`config.mk`:
```
export PLATFORM = sky130hd
export DESIGN_NAME = fpu_ss_writeback_flat
export DESIGN_NICKNAME = d
export VERILOG_FILES = /design/src/rtl/fpu_ss_writeback_if.sv /design/src/rtl/fpu_ss_writeback.sv /design/src/flat_wrapper.sv
export SDC_FILE = /design/constraint.sdc
export NUM_CORES = 1
export LEC_CHECK = 0
export ABC_CLOCK_PERIOD_IN_PS = 5500
export CORE_AREA = 2 2 106 149
export CTS_CLUSTER_DIAMETER = 120
export DETAILED_ROUTE_END_ITERATION = 16
export DIE_AREA = 0 0 108 151
export PLACE_DENSITY = 0.64
export SLEW_MARGIN = 0
export SYNTH_ARGS = -nofsm -noshare
export SYNTH_HDL_FRONTEND = slang
export SYNTH_SLANG_ARGS = --single-unit
```
`constraint.sdc`:
```
create_clock -name clk_i -period 5.5 [get_ports clk_i]
set_clock_uncertainty 0.2 [all_clocks]
set_input_delay 0.55 -clock clk_i [delete_from_list [all_inputs] [get_ports clk_i]]
set_output_delay 0.55 -clock clk_i [all_outputs]
set_load 0.01 [all_outputs]
```
`src/rtl/fpu_ss_writeback_if.sv`:
```
// Bundle of issue, operand-lookup, result-stream and regfile-write signals
// exchanged with the FPU subsystem write-back stage.
interface fpu_ss_writeback_if #(
    parameter int unsigned NumRegs = 32
);
    localparam int unsigned AddrW = $clog2(NumRegs);

    logic                      issue_valid_i;
    logic [AddrW-1:0]          issue_rd_i;
    logic                      issue_ready_o;

    logic [2:0][AddrW-1:0]     rs_addr_i;
    logic [2:0]                rs_busy_o;

    logic                      fpu_valid_i;
    logic [AddrW-1:0]          fpu_rd_i;
    logic [31:0]               fpu_data_i;
    logic                      fpu_ready_o;

    logic                      mem_valid_i;
    logic [AddrW-1:0]          mem_rd_i;
    logic [31:0]               mem_data_i;
    logic                      mem_ready_o;

    logic                      rf_we_o;
    logic [AddrW-1:0]          rf_waddr_o;
    logic [31:0]               rf_wdata_o;

    logic [NumRegs-1:0]        scoreboard_o;
    logic                      wb_spurious_o;

    // Write-back stage side.
    modport slave (
        input  issue_valid_i, issue_rd_i, rs_addr_i,
        input  fpu_valid_i, fpu_rd_i, fpu_data_i,
        input  mem_valid_i, mem_rd_i, mem_data_i,
        output issue_ready_o, rs_busy_o, fpu_ready_o, mem_ready_o,
        output rf_we_o, rf_waddr_o, rf_wdata_o, scoreboard_o, wb_spurious_o
    );

    // Surrounding pipeline side.
    modport master (
        output issue_valid_i, issue_rd_i, rs_addr_i,
        output fpu_valid_i, fpu_rd_i, fpu_data_i,
        output mem_valid_i, mem_rd_i, mem_data_i,
        input  issue_ready_o, rs_busy_o, fpu_ready_o, mem_ready_o,
        input  rf_we_o, rf_waddr_o, rf_wdata_o, scoreboard_o, wb_spurious_o
    );
endinterface

```
`src/rtl/fpu_ss_writeback.sv`:
```
// FPU subsystem write-back stage: arbitrates FPU vs. load results onto the
// single regfile write port and tracks pending destinations in a scoreboard.
module fpu_ss_writeback #(
    parameter int unsigned NumRegs     = 32,
    parameter int unsigned StarveLimit = 4
) (
    input  logic               clk_i,
    input  logic               rst_i,
    fpu_ss_writeback_if.slave  wb
);
    localparam int unsigned AddrW = $clog2(NumRegs);

    logic [3:0]         starve_q, starve_d;
    logic               rf_we_q, rf_we_d;
    logic [AddrW-1:0]   rf_waddr_q, rf_waddr_d;
    logic [31:0]        rf_wdata_q, rf_wdata_d;
    logic [NumRegs-1:0] sb_q, sb_d;
    logic               spurious_q, spurious_d;

    logic               fpu_gnt, mem_gnt, xfer, issue_ready;
    logic [AddrW-1:0]   xfer_rd;
    logic [31:0]        xfer_data;
    logic [2:0]         rs_busy;

    // FPU has priority unless the load stream has lost too many times in a row.
    always_comb begin
        fpu_gnt = 1'b0;
        mem_gnt = 1'b0;
        if (!rst_i) begin
            if (wb.fpu_valid_i && wb.mem_valid_i) begin
                if (starve_q >= 4'(StarveLimit)) mem_gnt = 1'b1;
                else                             fpu_gnt = 1'b1;
            end else begin
                fpu_gnt = wb.fpu_valid_i;
                mem_gnt = wb.mem_valid_i;
            end
        end
        xfer      = fpu_gnt | mem_gnt;
        xfer_rd   = mem_gnt ? wb.mem_rd_i   : wb.fpu_rd_i;
        xfer_data = mem_gnt ? wb.mem_data_i : wb.fpu_data_i;
    end

    always_comb begin
        starve_d = starve_q;
        if (rst_i) begin
            starve_d = '0;
        end else if (mem_gnt) begin
            starve_d = '0;
        end else if (wb.mem_valid_i && starve_q != 4'hF) begin
            starve_d = starve_q + 4'd1;
        end
    end

    always_comb begin
        rf_we_d    = xfer;
        rf_waddr_d = rf_waddr_q;
        rf_wdata_d = rf_wdata_q;
        spurious_d = xfer & ~sb_q[xfer_rd];
        if (xfer) begin
            rf_waddr_d = xfer_rd;
            rf_wdata_d = xfer_data;
        end
        if (rst_i) begin
            rf_we_d    = 1'b0;
            rf_waddr_d = '0;
            rf_wdata_d = '0;
            spurious_d = 1'b0;
        end
    end

    // Clear applied before set so a same-index allocation survives the commit.
    always_comb begin
        issue_ready = ~rst_i & wb.issue_valid_i & ~sb_q[wb.issue_rd_i];
        sb_d        = sb_q;
        if (rf_we_q)     sb_d[rf_waddr_q]    = 1'b0;
        if (issue_ready) sb_d[wb.issue_rd_i] = 1'b1;
        if (rst_i)       sb_d                = '0;
    end

    always_comb begin
        rs_busy = '0;
        for (int unsigned i = 0; i < 3; i++) begin
            rs_busy[i] = sb_q[wb.rs_addr_i[i]];
        end
    end

    always_ff @(posedge clk_i) begin
        starve_q   <= starve_d;
        rf_we_q    <= rf_we_d;
        rf_waddr_q <= rf_waddr_d;
        rf_wdata_q <= rf_wdata_d;
        sb_q       <= sb_d;
        spurious_q <= spurious_d;
    end

    assign wb.issue_ready_o = issue_ready;
    assign wb.rs_busy_o     = rs_busy;
    assign wb.fpu_ready_o   = fpu_gnt;
    assign wb.mem_ready_o   = mem_gnt;
    assign wb.rf_we_o       = rf_we_q;
    assign wb.rf_waddr_o    = rf_waddr_q;
    assign wb.rf_wdata_o    = rf_wdata_q;
    assign wb.scoreboard_o  = sb_q;
    assign wb.wb_spurious_o = spurious_q;

endmodule

```
`src/flat_wrapper.sv`:
```
// flat-port wrapper written by rule: the top's interface ports become plain ports
module fpu_ss_writeback_flat 
#(
    parameter int unsigned NumRegs     = 32,
    parameter int unsigned StarveLimit = 4
)
  (clk_i, rst_i, wb_issue_valid_i, wb_issue_rd_i, wb_rs_addr_i, wb_fpu_valid_i, wb_fpu_rd_i, wb_fpu_data_i, wb_mem_valid_i, wb_mem_rd_i, wb_mem_data_i, wb_issue_ready_o, wb_rs_busy_o, wb_fpu_ready_o, wb_mem_ready_o, wb_rf_we_o, wb_rf_waddr_o, wb_rf_wdata_o, wb_scoreboard_o, wb_wb_spurious_o);
  fpu_ss_writeback_if #(.NumRegs(NumRegs)) wb_i ();
  input  logic clk_i;
  input  logic rst_i;
  input wire logic [$bits(wb_i.issue_valid_i)-1:0] wb_issue_valid_i;
  input wire logic [$bits(wb_i.issue_rd_i)-1:0] wb_issue_rd_i;
  input wire logic [$bits(wb_i.rs_addr_i)-1:0] wb_rs_addr_i;
  input wire logic [$bits(wb_i.fpu_valid_i)-1:0] wb_fpu_valid_i;
  input wire logic [$bits(wb_i.fpu_rd_i)-1:0] wb_fpu_rd_i;
  input wire logic [$bits(wb_i.fpu_data_i)-1:0] wb_fpu_data_i;
  input wire logic [$bits(wb_i.mem_valid_i)-1:0] wb_mem_valid_i;
  input wire logic [$bits(wb_i.mem_rd_i)-1:0] wb_mem_rd_i;
  input wire logic [$bits(wb_i.mem_data_i)-1:0] wb_mem_data_i;
  output wire logic [$bits(wb_i.issue_ready_o)-1:0] wb_issue_ready_o;
  output wire logic [$bits(wb_i.rs_busy_o)-1:0] wb_rs_busy_o;
  output wire logic [$bits(wb_i.fpu_ready_o)-1:0] wb_fpu_ready_o;
  output wire logic [$bits(wb_i.mem_ready_o)-1:0] wb_mem_ready_o;
  output wire logic [$bits(wb_i.rf_we_o)-1:0] wb_rf_we_o;
  output wire logic [$bits(wb_i.rf_waddr_o)-1:0] wb_rf_waddr_o;
  output wire logic [$bits(wb_i.rf_wdata_o)-1:0] wb_rf_wdata_o;
  output wire logic [$bits(wb_i.scoreboard_o)-1:0] wb_scoreboard_o;
  output wire logic [$bits(wb_i.wb_spurious_o)-1:0] wb_wb_spurious_o;
  assign wb_i.issue_valid_i = wb_issue_valid_i;
  assign wb_i.issue_rd_i = wb_issue_rd_i;
  assign wb_i.rs_addr_i = wb_rs_addr_i;
  assign wb_i.fpu_valid_i = wb_fpu_valid_i;
  assign wb_i.fpu_rd_i = wb_fpu_rd_i;
  assign wb_i.fpu_data_i = wb_fpu_data_i;
  assign wb_i.mem_valid_i = wb_mem_valid_i;
  assign wb_i.mem_rd_i = wb_mem_rd_i;
  assign wb_i.mem_data_i = wb_mem_data_i;
  assign wb_issue_ready_o = wb_i.issue_ready_o;
  assign wb_rs_busy_o = wb_i.rs_busy_o;
  assign wb_fpu_ready_o = wb_i.fpu_ready_o;
  assign wb_mem_ready_o = wb_i.mem_ready_o;
  assign wb_rf_we_o = wb_i.rf_we_o;
  assign wb_rf_waddr_o = wb_i.rf_waddr_o;
  assign wb_rf_wdata_o = wb_i.rf_wdata_o;
  assign wb_scoreboard_o = wb_i.scoreboard_o;
  assign wb_wb_spurious_o = wb_i.wb_spurious_o;
  fpu_ss_writeback #(.NumRegs(NumRegs), .StarveLimit(StarveLimit)) u_core (.clk_i(clk_i), .rst_i(rst_i), .wb(wb_i));
endmodule
```
After elaboration in Yosys (flattened, before gate mapping). Index checks and enable logic that the tools add are counted.

Register bits after elaboration: 75. Input bits: 99. Word-level logic and storage cells: 56. Output and inout port bits: 77.

Reductions and logical operators: 5. $add $sub $neg: 1. Multiplexer cells: 24. Magnitude comparators: 9. Eq/ne operators: 1. Bitwise gates (word level): 10.

Operators with widths (number): $mux 32 (3); $lt 5x6->1 const B (6); $and 32x32->32 (1); $not 32->32 (1); $or 32x32->32 (1); $bmux 1 s5 (5); $mux 1 (13); $demux 1 s5 (2); $ge 5x1->1 const B (2); $mux 5 (1); $add 4x1->4 const B (1); $ge 4x3->1 const B (1); $logic_and 1x1->1 (4); $ne 4x4->1 const B (1); $and 1x1->1 (3); $not 1->1 (3); $reduce_or 2->1 (1); $or 1x1->1 (1).

Longest topological paths before layout.
Depth after elaboration: 9. Depth in mapped cells: 10. Gate-level depth less buffers: 9.

Least setup slack after synthesis. No wires, ideal clock.

Kind: input to output. From: in wb_rs_addr_i[0]. To: out wb_rs_busy_o[0]. Stages: 4. Setup slack: 2481 ps. Path buffers: 1. Arrival: 2269 ps. Data required time: 4750 ps. Path through: clkbuf_1 > mux4_2 > mux4_2 > mux2_2.

Longest elaborated chain between the ends: 2.

RTL lines: from (decl) (RTL line flat_wrapper.sv:13) `input wire logic [$bits(wb_i.rs_addr_i)-1:0] wb_rs_addr_i;`; $bmux 1 s5 (RTL line fpu_ss_writeback.sv:83) `rs_busy[i] = sb_q[wb.rs_addr_i[i]];`; $mux 1 (implied by the code) (RTL line fpu_ss_writeback.sv:83); to (decl) (RTL line flat_wrapper.sv:21) `output wire logic [$bits(wb_i.rs_busy_o)-1:0] wb_rs_busy_o;`.

No other way between the ends. The select of a mux whose other input is x is not followed.

Worst setup path after layout.
From: in wb_issue_rd_i[0]. To: out wb_issue_ready_o.

Longest elaborated chain between the ends: 4.

RTL lines: from (decl) (RTL line flat_wrapper.sv:12) `input wire logic [$bits(wb_i.issue_rd_i)-1:0] wb_issue_rd_i;`; $bmux 1 s5 (RTL line fpu_ss_writeback.sv:73) `issue_ready = ~rst_i & wb.issue_valid_i & ~sb_q[wb.issue_rd_i];`; $mux 1 (implied by the code) (RTL line fpu_ss_writeback.sv:73); $not 1->1 (RTL line fpu_ss_writeback.sv:73); $and 1x1->1 (RTL line fpu_ss_writeback.sv:73); to (decl) (RTL line flat_wrapper.sv:20) `output wire logic [$bits(wb_i.issue_ready_o)-1:0] wb_issue_ready_o;`.

No other way between the ends. The select of a mux whose other input is x is not followed.

==> results.cfg <==
[synthesis]
async_reset_ff_share_pct = 0
synth-seq-area-share_pct = 33.9
syn_avg_cell_area_um2 = 9.49
synthCells = 467
yosysUniqueCellTypes = 46
synth-main-ff-cell = dfxtp_1
synth_edf_count = 0
ys_seq_elements = 75
syn_area_um2 = 4430
yosysWarnings = 0
synth_nets = 567

[critical_path]
critPathArrivalTime_ns = 3.78
critPathKind = primary input to output port
r2r_setup_slack_ns = 2.42
critPathCaptureType = output port
crit_required_ns = 4.75
crit_path_start_kind = primary input
path_max_fanout = 12

[clock_network]
cts_buffers = 9
path_clk_slew_ns = 0.06
clock_sinks = 75
cts_resized = 0
clk_latency_ns = 0.34
htreeDepth = 3
cts_setup_buffers = 0
tritoncts = done
cts-root-buf = clkbuf_16
hold_buffers = 0
cts_buffer_depth = 2

[power]
switching_power_w = 0.000384
sw_frac_of_total_pct = 25.3
p_int_w = 0.00113
ir_drop_v = 0.000124
leakage_nw = 2.23
power_frac_seq_pct = 39.0
pwr-share-comb_pct = 17.6
clockPowerShare_pct = 43.4
total_power_w = 0.00151
powerDensity_nw_per_um2 = 228

[job]
maxCapViolCount = 0

[timing]
final-setup-viol-count = 0
hold_violations = 0
final.setup.tns_ns = 0
maxSlewHeadroom_pct = 19.7
worst_slew_pin_slew_ns = 1.20
drv_slew = 0
worst_slack_ns = 0.965
holdWs_ns = 0.254
fmax_mhz = 221
rsz0062_at_grt = no
fin_crit_sh_pct = 82.5
period_minus_slack_ns = 4.53

[route]
dr_wl_met3_mm = 1.82
wl_met2_mm = 8.28
dr.max_layer_used = met4
drt-met1-wl_mm = 5.98
wl_per_cell_um = 20.4
firstDrtPassIters = 5
drt_iter0_markers = 234
antenna_left = 0
wirelength_mm = 16.7
routed_via_density = 5.63
drc_errors = 0
vias = 4616

[floorplanning]
rows = 53
core_um2 = 14900
initial_core_util_pct = 29.7
io_pins = 176
die_x_um = 108
dieArea_um2 = 16300
fp.dieH_um = 151

[cells_and_area]
area_delta_synth_final_pct = 50.0
final_common_cell = clkdlybuf4s50_1
fin_nets = 723
insertedDiodeCount = 0
drive_gt1_share_pct = 12.6
layout_common_cells = clkdlybuf4s50_1 (174), nand2_1 (75), dfxtp_1 (75), mux4_2 (44), a21oi_1 (38)

[global_route]
grt_use_total_pct = 20.6
grt_pass1_vias = 4602
grt_first_pass_wirelength_mm = 25.4
grt_start_max_net_pins = 41
antenna_found_initial = 0
overflow = 0

[place]
pre_cts_slack_ns = 0.988
hpwlAfterDp_mm = 12.7
routabilityCongestion = 0.898
io_buffers = 175

[run_status]
status = finished, final reports clean

[worst_hold_path]
hp-class = flip-flop to flip-flop
synth_stat cells (all sizes together) (2+ instances only):
cell type / number / area share (%)
buf: 7 / 0.93
mux2: 4 / 1.0
nor3b: 6 / 1.0
nand3: 7 / 0.79
o21ai: 41 / 4.6
nand2: 75 / 6.4
nor2: 12 / 1.0
or3b: 2 / 0.40
inv: 4 / 0.34
nor3: 5 / 0.56
o31ai: 10 / 1.7
a31oi: 2 / 0.28
mux4: 44 / 22
a32o: 2 / 0.45
dfxtp: 75 / 34
a21oi: 38 / 4.3
nor2b: 20 / 2.8
and3: 2 / 0.28
clkbuf: 28 / 2.4
a22oi: 32 / 5.4
mux2i: 5 / 1.1
or3: 2 / 0.28
nand2b: 4 / 0.62
a211oi: 4 / 0.68
nand3b: 20 / 3.5
or2: 2 / 0.28
o22ai: 2 / 0.28
state kept, by name, summed over array words and instances (netlist names):
name and flops:
u_core.starve_q 4, u_core.wb.rf_we_o 1, u_core.wb.rf_waddr_o 5, u_core.wb.wb_spurious_o 1, u_core.wb.rf_wdata_o 32, u_core.wb.scoreboard_o 32
routing by layer:
metal / vias up / GRT usage [%]
met2: 308 / 35.9
met1: 2166 / 21.9
met5: - / 0
met3: 59 / 6.76
met4: 0 / 10.8
li1: 2083 / -
metrics by stage:
step	util (%)	instance area (µm²)	instances
2_1_floorplan	-	4430	467
3_3_place_gp	42.3	6310	804
3_5_place_dp	42.3	6310	804
4_1_cts	44.6	6650	820
5_1_grt	44.6	6650	820
6_report	44.6	6650	820
final timing paths:
kind         cells past startpoint                              endpoint                                   from
min                              2  u_core.wb.rf_wdata_o[7]$_SDFFE_PP0P_   u_core.wb.rf_wdata_o[7]$_SDFFE_PP0P_
max reg2reg                      6  u_core.wb.scoreboard_o[8]$_SDFF_PP0_  u_core.wb.scoreboard_o[27]$_SDFF_PP0_
min reg2reg                      2  u_core.wb.rf_wdata_o[7]$_SDFFE_PP0P_   u_core.wb.rf_wdata_o[7]$_SDFFE_PP0P_
max                              7                      wb_issue_ready_o                       wb_issue_rd_i[0]
cell families (layout without fill, tap and decap cells):
family	Yosys count	after routing	synth area share, %
AND/OR/NAND/NOR	161	161	18.6
AO/OA/AOI/OAI	136	136	18.7
flip-flops	75	75	33.9
multiplexers	53	53	24.5
buffers and inverters	39	200	3.64
XOR/XNOR	2	2	0.395
adder cells (fa/ha/maj)	1	1	0.282
critical path, stage by stage:
cell	delay, ns
clkdlybuf4s50_1	0.87
mux4_2	0.59
mux4_2	0.48
nand2b_1	0.09
nand4b_1	0.45
inv_2	0.20
clkdlybuf4s50_1	0.56
final cells by class:
class | instances | area [µm²]
Tap cell | 192 | 240
Fill cell | 1424 | 8270
Clock inverter | 6 | 95.1
Sequential cell | 75 | 1500
Multi-Input combinational cell | 353 | 2770
Timing Repair Buffer | 180 | 1780
Clock buffer | 10 | 239
Inverter | 4 | 15.0
power groups by stage:
stage | clock (W) | sequential, W | combinational (W)
6_report | 0.000658 | 0.000590 | 0.000267
5_1_grt | 0.000686 | 0.000594 | 0.000288
4_1_cts | 0.000665 | 0.000591 | 0.000268
3_5_place_dp | 0 | 0.000602 | 0.000267
3_3_place_gp | 0 | 0.000601 | 0.000264
2_1_floorplan | 0 | 0.000602 | 0.000114
(Power assumes the default switching activity.)
